### config.mk
export PLATFORM = sky130hd
export DESIGN_NAME = alu_result_fifo
export DESIGN_NICKNAME = d
export VERILOG_FILES = /design/src/rtl/constants_pkg.sv /design/src/rtl/sat_counter.sv /design/src/rtl/alu_result_fifo.sv
export SDC_FILE = /design/constraint.sdc
export NUM_CORES = 1
export LEC_CHECK = 0
export BUFFER_PORTS_ARGS = -buffer_cell sky130_fd_sc_hd__buf_4
export CORE_ASPECT_RATIO = 0.75
export CORE_UTILIZATION = 45
export DETAILED_ROUTE_END_ITERATION = 8
export GPL_ROUTABILITY_DRIVEN = 0
export PLACE_DENSITY = 0.73
export SETUP_SLACK_MARGIN = 0.05
export SKIP_CTS_REPAIR_TIMING = 1
export SLEW_MARGIN = 20
export SYNTH_ARGS = -nofsm -noshare
export SYNTH_HDL_FRONTEND = slang
export SYNTH_SLANG_ARGS = --single-unit
### constraint.sdc
create_clock -name clk_i -period 2.86 [get_ports clk_i]
set_clock_uncertainty 0.05 [all_clocks]
set_input_delay 0.572 -clock clk_i [delete_from_list [all_inputs] [get_ports clk_i]]
set_output_delay 0.572 -clock clk_i [all_outputs]
set_load 0.005 [all_outputs]
### src/rtl/constants_pkg.sv
// Shared constants for the ALU result path: statistics width, default
// result FIFO depth, and the ALU operation selection encoding.
package constants_pkg;

    localparam int STAT_WIDTH     = 16;
    localparam int RES_FIFO_DEPTH = 4;

    typedef enum logic [2:0] {
        ALU_ADD = 3'd0,
        ALU_SUB = 3'd1,
        ALU_AND = 3'd2,
        ALU_OR  = 3'd3,
        ALU_XOR = 3'd4,
        ALU_SLT = 3'd5
    } alu_sel_e;

endpackage

### src/rtl/sat_counter.sv
// Saturating up-counter: increments by one when inc_i is high and holds at
// the all-ones value instead of wrapping.
module sat_counter #(
    parameter int WIDTH = 16
) (
    input  logic             clk_i,
    input  logic             rst_ni,
    input  logic             inc_i,
    output logic [WIDTH-1:0] cnt_o
);

    logic [WIDTH-1:0] cnt_q;
    logic [WIDTH-1:0] cnt_d;

    // Next count: step only while below the saturation value.
    always_comb begin
        cnt_d = cnt_q;
        if (inc_i && (cnt_q != {WIDTH{1'b1}})) begin
            cnt_d = cnt_q + WIDTH'(1);
        end
    end

    // Count register, cleared asynchronously.
    always_ff @(posedge clk_i or negedge rst_ni) begin
        if (!rst_ni) begin
            cnt_q <= '0;
        end else begin
            cnt_q <= cnt_d;
        end
    end

    assign cnt_o = cnt_q;

endmodule

### src/rtl/alu_result_fifo.sv
// Registered FIFO buffering ALU results with their zero/negative flags.
// Handshakes on both sides derive only from the occupancy register, so
// there is no combinational path from any input to any output.
// Optional feature: define ALU_RESULT_FIFO_STATS_EN to count accepted
// results with the zero and negative flags set (saturating counters);
// otherwise zero_cnt_o/neg_cnt_o are tied to 0.
module alu_result_fifo
    import constants_pkg::*;
#(
    parameter int DWIDTH = 8,
    parameter int DEPTH  = RES_FIFO_DEPTH
) (
    input  logic                    clk_i,
    input  logic                    rst_ni,
    input  logic                    flush_i,
    input  logic                    in_valid_i,
    output logic                    in_ready_o,
    input  logic [DWIDTH-1:0]       res_i,
    input  logic                    zero_i,
    input  logic                    neg_i,
    output logic                    out_valid_o,
    input  logic                    out_ready_i,
    output logic [DWIDTH-1:0]       res_o,
    output logic                    zero_o,
    output logic                    neg_o,
    output logic [$clog2(DEPTH):0]  count_o,
    output logic [STAT_WIDTH-1:0]   zero_cnt_o,
    output logic [STAT_WIDTH-1:0]   neg_cnt_o
);

    localparam int PTR_W   = $clog2(DEPTH);
    localparam int CNT_W   = PTR_W + 1;
    localparam int ENTRY_W = DWIDTH + 2;

    logic [ENTRY_W-1:0] mem_q [DEPTH];
    logic [PTR_W-1:0]   wr_ptr_q, wr_ptr_d;
    logic [PTR_W-1:0]   rd_ptr_q, rd_ptr_d;
    logic [CNT_W-1:0]   count_q, count_d;
    logic               push;
    logic               pop;
    logic [ENTRY_W-1:0] head;

    // A flush wins over any same-cycle push or pop.
    assign out_valid_o = (count_q != '0);
    assign in_ready_o  = (count_q != CNT_W'(DEPTH));
    assign push        = in_valid_i & in_ready_o & ~flush_i;
    assign pop         = out_valid_o & out_ready_i & ~flush_i;

    // Pointer and occupancy next-state; pointers wrap naturally since DEPTH is a power of two.
    always_comb begin
        wr_ptr_d = wr_ptr_q;
        rd_ptr_d = rd_ptr_q;
        count_d  = count_q;
        if (flush_i) begin
            wr_ptr_d = '0;
            rd_ptr_d = '0;
            count_d  = '0;
        end else begin
            if (push) begin
                wr_ptr_d = wr_ptr_q + PTR_W'(1);
            end
            if (pop) begin
                rd_ptr_d = rd_ptr_q + PTR_W'(1);
            end
            case ({push, pop})
                2'b10:   count_d = count_q + CNT_W'(1);
                2'b01:   count_d = count_q - CNT_W'(1);
                default: count_d = count_q;
            endcase
        end
    end

    // Control state, cleared asynchronously.
    always_ff @(posedge clk_i or negedge rst_ni) begin
        if (!rst_ni) begin
            wr_ptr_q <= '0;
            rd_ptr_q <= '0;
            count_q  <= '0;
        end else begin
            wr_ptr_q <= wr_ptr_d;
            rd_ptr_q <= rd_ptr_d;
            count_q  <= count_d;
        end
    end

    // Entry storage; contents are don't-care until counted as occupied.
    always_ff @(posedge clk_i) begin
        if (push) begin
            mem_q[wr_ptr_q] <= {res_i, zero_i, neg_i};
        end
    end

    // Head is masked to zero when empty so stale entries never leak out.
    assign head    = out_valid_o ? mem_q[rd_ptr_q] : '0;
    assign res_o   = head[ENTRY_W-1:2];
    assign zero_o  = head[1];
    assign neg_o   = head[0];
    assign count_o = count_q;

`ifdef ALU_RESULT_FIFO_STATS_EN
    sat_counter #(
        .WIDTH (STAT_WIDTH)
    ) u_zero_cnt (
        .clk_i  (clk_i),
        .rst_ni (rst_ni),
        .inc_i  (push & zero_i),
        .cnt_o  (zero_cnt_o)
    );

    sat_counter #(
        .WIDTH (STAT_WIDTH)
    ) u_neg_cnt (
        .clk_i  (clk_i),
        .rst_ni (rst_ni),
        .inc_i  (push & neg_i),
        .cnt_o  (neg_cnt_o)
    );
`else
    assign zero_cnt_o = '0;
    assign neg_cnt_o  = '0;
`endif

endmodule

==> reports/results.ini <==
[status]
outcome=finished, violations left
violations=DRC

[worst_setup_path]
endpoint_kind=primary output
arrival_ns=1.88
cp-start-kind=flop
r2r_cells=6
critical_path_required_ns=2.24
crit_fanout=7
worstSetupPathType=reg2out

[die]
start_util_pct=47.2
die_height_microns=64.2
core_area_sq_mm=0.00493
ios=62
die_x_microns=85.0
fp.dieArea_sq_mm=0.00546
num_rows=22

[clock_network]
cts_root_buffer=clkbuf_8
cts_max_level=2
clockBufferDepth=2
cts_tree=yes
clk_pin_slew_worst_paths_ns=0.09
cts-buffers-inserted=5
clkSinkCount=47
insertion_delay_ns=0.30

[timing]
period_share_pct=87.5
slew_headroom_pct=62.2
hold_violations=0
setup_viol=0
worst_slack_ns=0.357
max_freq_mhz=399
max_slew.worst_pin.slew_ns=0.567
rsz0062_at_grt=no
maxSlewViolCount=0
min_period_ns=2.50
setup_tns_ns=0

[detailed_routing]
drc=6
vias=1220
wl_microns=3680
antenna_left=0
via_per_inst=4.86
drtIter0Drc=81
drtPass1Iterations=6
wire_per_inst_microns=14.6

[logic_synthesis]
yosysUniqueCellTypes=36
yosysWarnings=0
synth.avg_cell_area_sq_um=14.3
syn_area_sq_mm=0.00232
syn_inst=162
synth_seq_cells=47
ys_seq_area_share_pct=59.2

[place]
port_buffers=29
dp_hpwl_microns=2620
pre_cts_ws_ns=0.490

[power_and_ir_drop]
peakVddDrop_v=0.000238
cellPowerDensity_mw_per_mm2=665
p_leak_nw=0.990

[finish]
fillers=410
drive_gt1_share_pct=27.2
nNetsFinal=210
syn2layout_area_growth_pct=9.80
antenna_cells=0

[grt]
grt_pass1_vias=1232
grt_overflow=0
grt_pass1_wl_microns=6130
grt_max_degree=18
grt_usage_pct=15.4
antenna_found_initial=0

[run]
cap_violations=0

[worst_hold_path]
hp-class=in2async

-- Yosys cell counts --
cell,instances,area (sq um)
o21a_1,1,7.51
a2111oi_0,1,8.76
buf_2,5,25.0
and3_1,4,25.0
a21oi_1,4,20.0
a221o_1,1,10.0
fa_1,1,20.0
or4_1,1,7.51
nor2b_1,10,62.6
nor3b_1,1,7.51
o31ai_2,1,12.5
conb_1,1,3.75
buf_6,1,11.3
a31oi_1,1,6.26
nand3_1,3,15.0
o21ba_2,1,10.0
clkbuf_1,2,7.51
nand2b_1,2,12.5
o311ai_1,1,8.76
mux2_2,1,11.3
o211ai_1,1,7.51
dfrtp_1,7,175
mux4_2,10,225
o41ai_1,1,8.76
nand2_1,3,11.3
nor3_1,2,10.0
buf_4,33,248
nor2_1,5,18.8
o21ai_0,2,10.0
xor2_1,2,17.5
o221ai_1,1,8.76
xnor2_1,1,8.76
inv_1,6,22.5
ha_1,4,50.1
o21bai_1,1,7.51
edfxtp_1,40,1200
-- through the flow --
| step | cell area [sq um] | util (%) | power, W | cells | hold WS [ns] |
|---|---|---|---|---|---|
| finish | 2550 | 51.8 | 0.00170 | 251 | 0.0123 |
| detailed placement | 2460 | 49.8 | 0.00130 | 243 | 0.344 |
| global route | 2550 | 51.8 | 0.00179 | 251 | 0.00179 |
| global placement | 2460 | 49.8 | 0.00128 | 243 | 0.342 |
| floorplan | 2440 | - | 0.00115 | 193 | 0.226 |
| CTS | 2550 | 51.8 | 0.00171 | 251 | 0.00825 |
-- final timing paths --
kind,endpoint,start,slack (ns)
min reg2reg,wr_ptr_q[1]$_DFFE_PN0P_,wr_ptr_q[1]$_DFFE_PN0P_,0.56
max in group asynchronous,count_o[1]$_DFFE_PN0P_,rst_ni,2.62
min,wr_ptr_q[1]$_DFFE_PN0P_,rst_ni,0.01
max reg2reg,count_o[1]$_DFFE_PN0P_,count_o[1]$_DFFE_PN0P_,0.52
min in group clk_i,mem_q[0][3]$_DFFE_PP_,res_i[1],0.41
max,res_o[7],rd_ptr_q[0]$_DFFE_PN0P_,0.36
-- per-layer routing --
layer	global-route usage, %	wire, microns	share of wire, %
met5	0	0	0
met4	6.36	51	1.4
met3	4.01	168	4.6
met2	25.5	1830	50
met1	19.4	1630	44
-- report_power, final --
group | internal [W] | switching [W]
combinational | 0.000243 | 0.000189
sequential | 0.000781 | 0.0000621
clock | 0.000182 | 0.000240
-- cells in the final DEF (no fill, tap or decap) --
| cell type | netlist | routed |
|---|---|---|
| o21ai_0 | 2 | 2 |
| edfxtp_1 | 40 | 40 |
| mux4_2 | 10 | 10 |
| conb_1 | 1 | 32 |
| nand3_1 | 3 | 3 |
| dfrtp_1 | 7 | 7 |
| nor2_1 | 5 | 5 |
| o211ai_1 | 1 | 1 |
| clkbuf_8 | 0 | 5 |
| a31oi_1 | 1 | 1 |
| and3_1 | 4 | 4 |
| or4_1 | 1 | 1 |
| ha_1 | 4 | 4 |
| o311ai_1 | 1 | 1 |
| xnor2_1 | 1 | 1 |
| o21a_1 | 1 | 1 |
| a2111oi_0 | 1 | 1 |
| o21bai_1 | 1 | 1 |
| o31ai_2 | 1 | 1 |
| fa_1 | 1 | 1 |
| buf_4 | 33 | 31 |
| inv_1 | 6 | 6 |
| nand2_1 | 3 | 3 |
| xor2_1 | 2 | 2 |
| o41ai_1 | 1 | 1 |
| a221o_1 | 1 | 1 |
| inv_6 | 0 | 3 |
| nor2b_1 | 10 | 10 |
| mux2_2 | 1 | 1 |
| nor3_1 | 2 | 2 |
| o221ai_1 | 1 | 1 |
| o21ba_2 | 1 | 1 |
| nand2b_1 | 2 | 2 |
| a21oi_1 | 4 | 4 |
| nor3b_1 | 1 | 1 |
-- critical path, cell delays in order, from the launching register on --
cell	delay, ns
dfrtp_1	0.52
buf_4	0.26
mux4_2	0.51
nor2b_1	0.15
buf_4	0.13
-- kinds of logic (layout without fill, tap and decap cells) --
group                      after synthesis  after routing  share of synthesized area [%]
DFF                                     47             47                           59.2
buffers and inverters                   47             45                           13.5
and+or+nand+nor                         31             31                           7.32
AOI/OAI and AO/OA                       17             17                           5.44
muxes                                   11             11                           10.2
adders and majority gates                5              5                           3.02
xor gates and xnor gates                 3              3                           1.13
other                                    1             32                          0.161
-- cell type report --
type                    instances  area (sq um)  area share [%]
clock buffers                   5          68.8            2.70
clock inverters                 3          26.3            1.03
inverters                       6          22.5           0.883
multi-input cells              99           749            29.4
flip-flops and latches         47          1380            53.9
well taps                      60          75.1            2.94
repair buffers                 31           233            9.12
-- sequential cells by signal, indices dropped and copies added (netlist names) --
name and cells:
rd_ptr_q 2, mem_q 40, count_o 3, wr_ptr_q 2
Power figures use the tool's default switching activity.
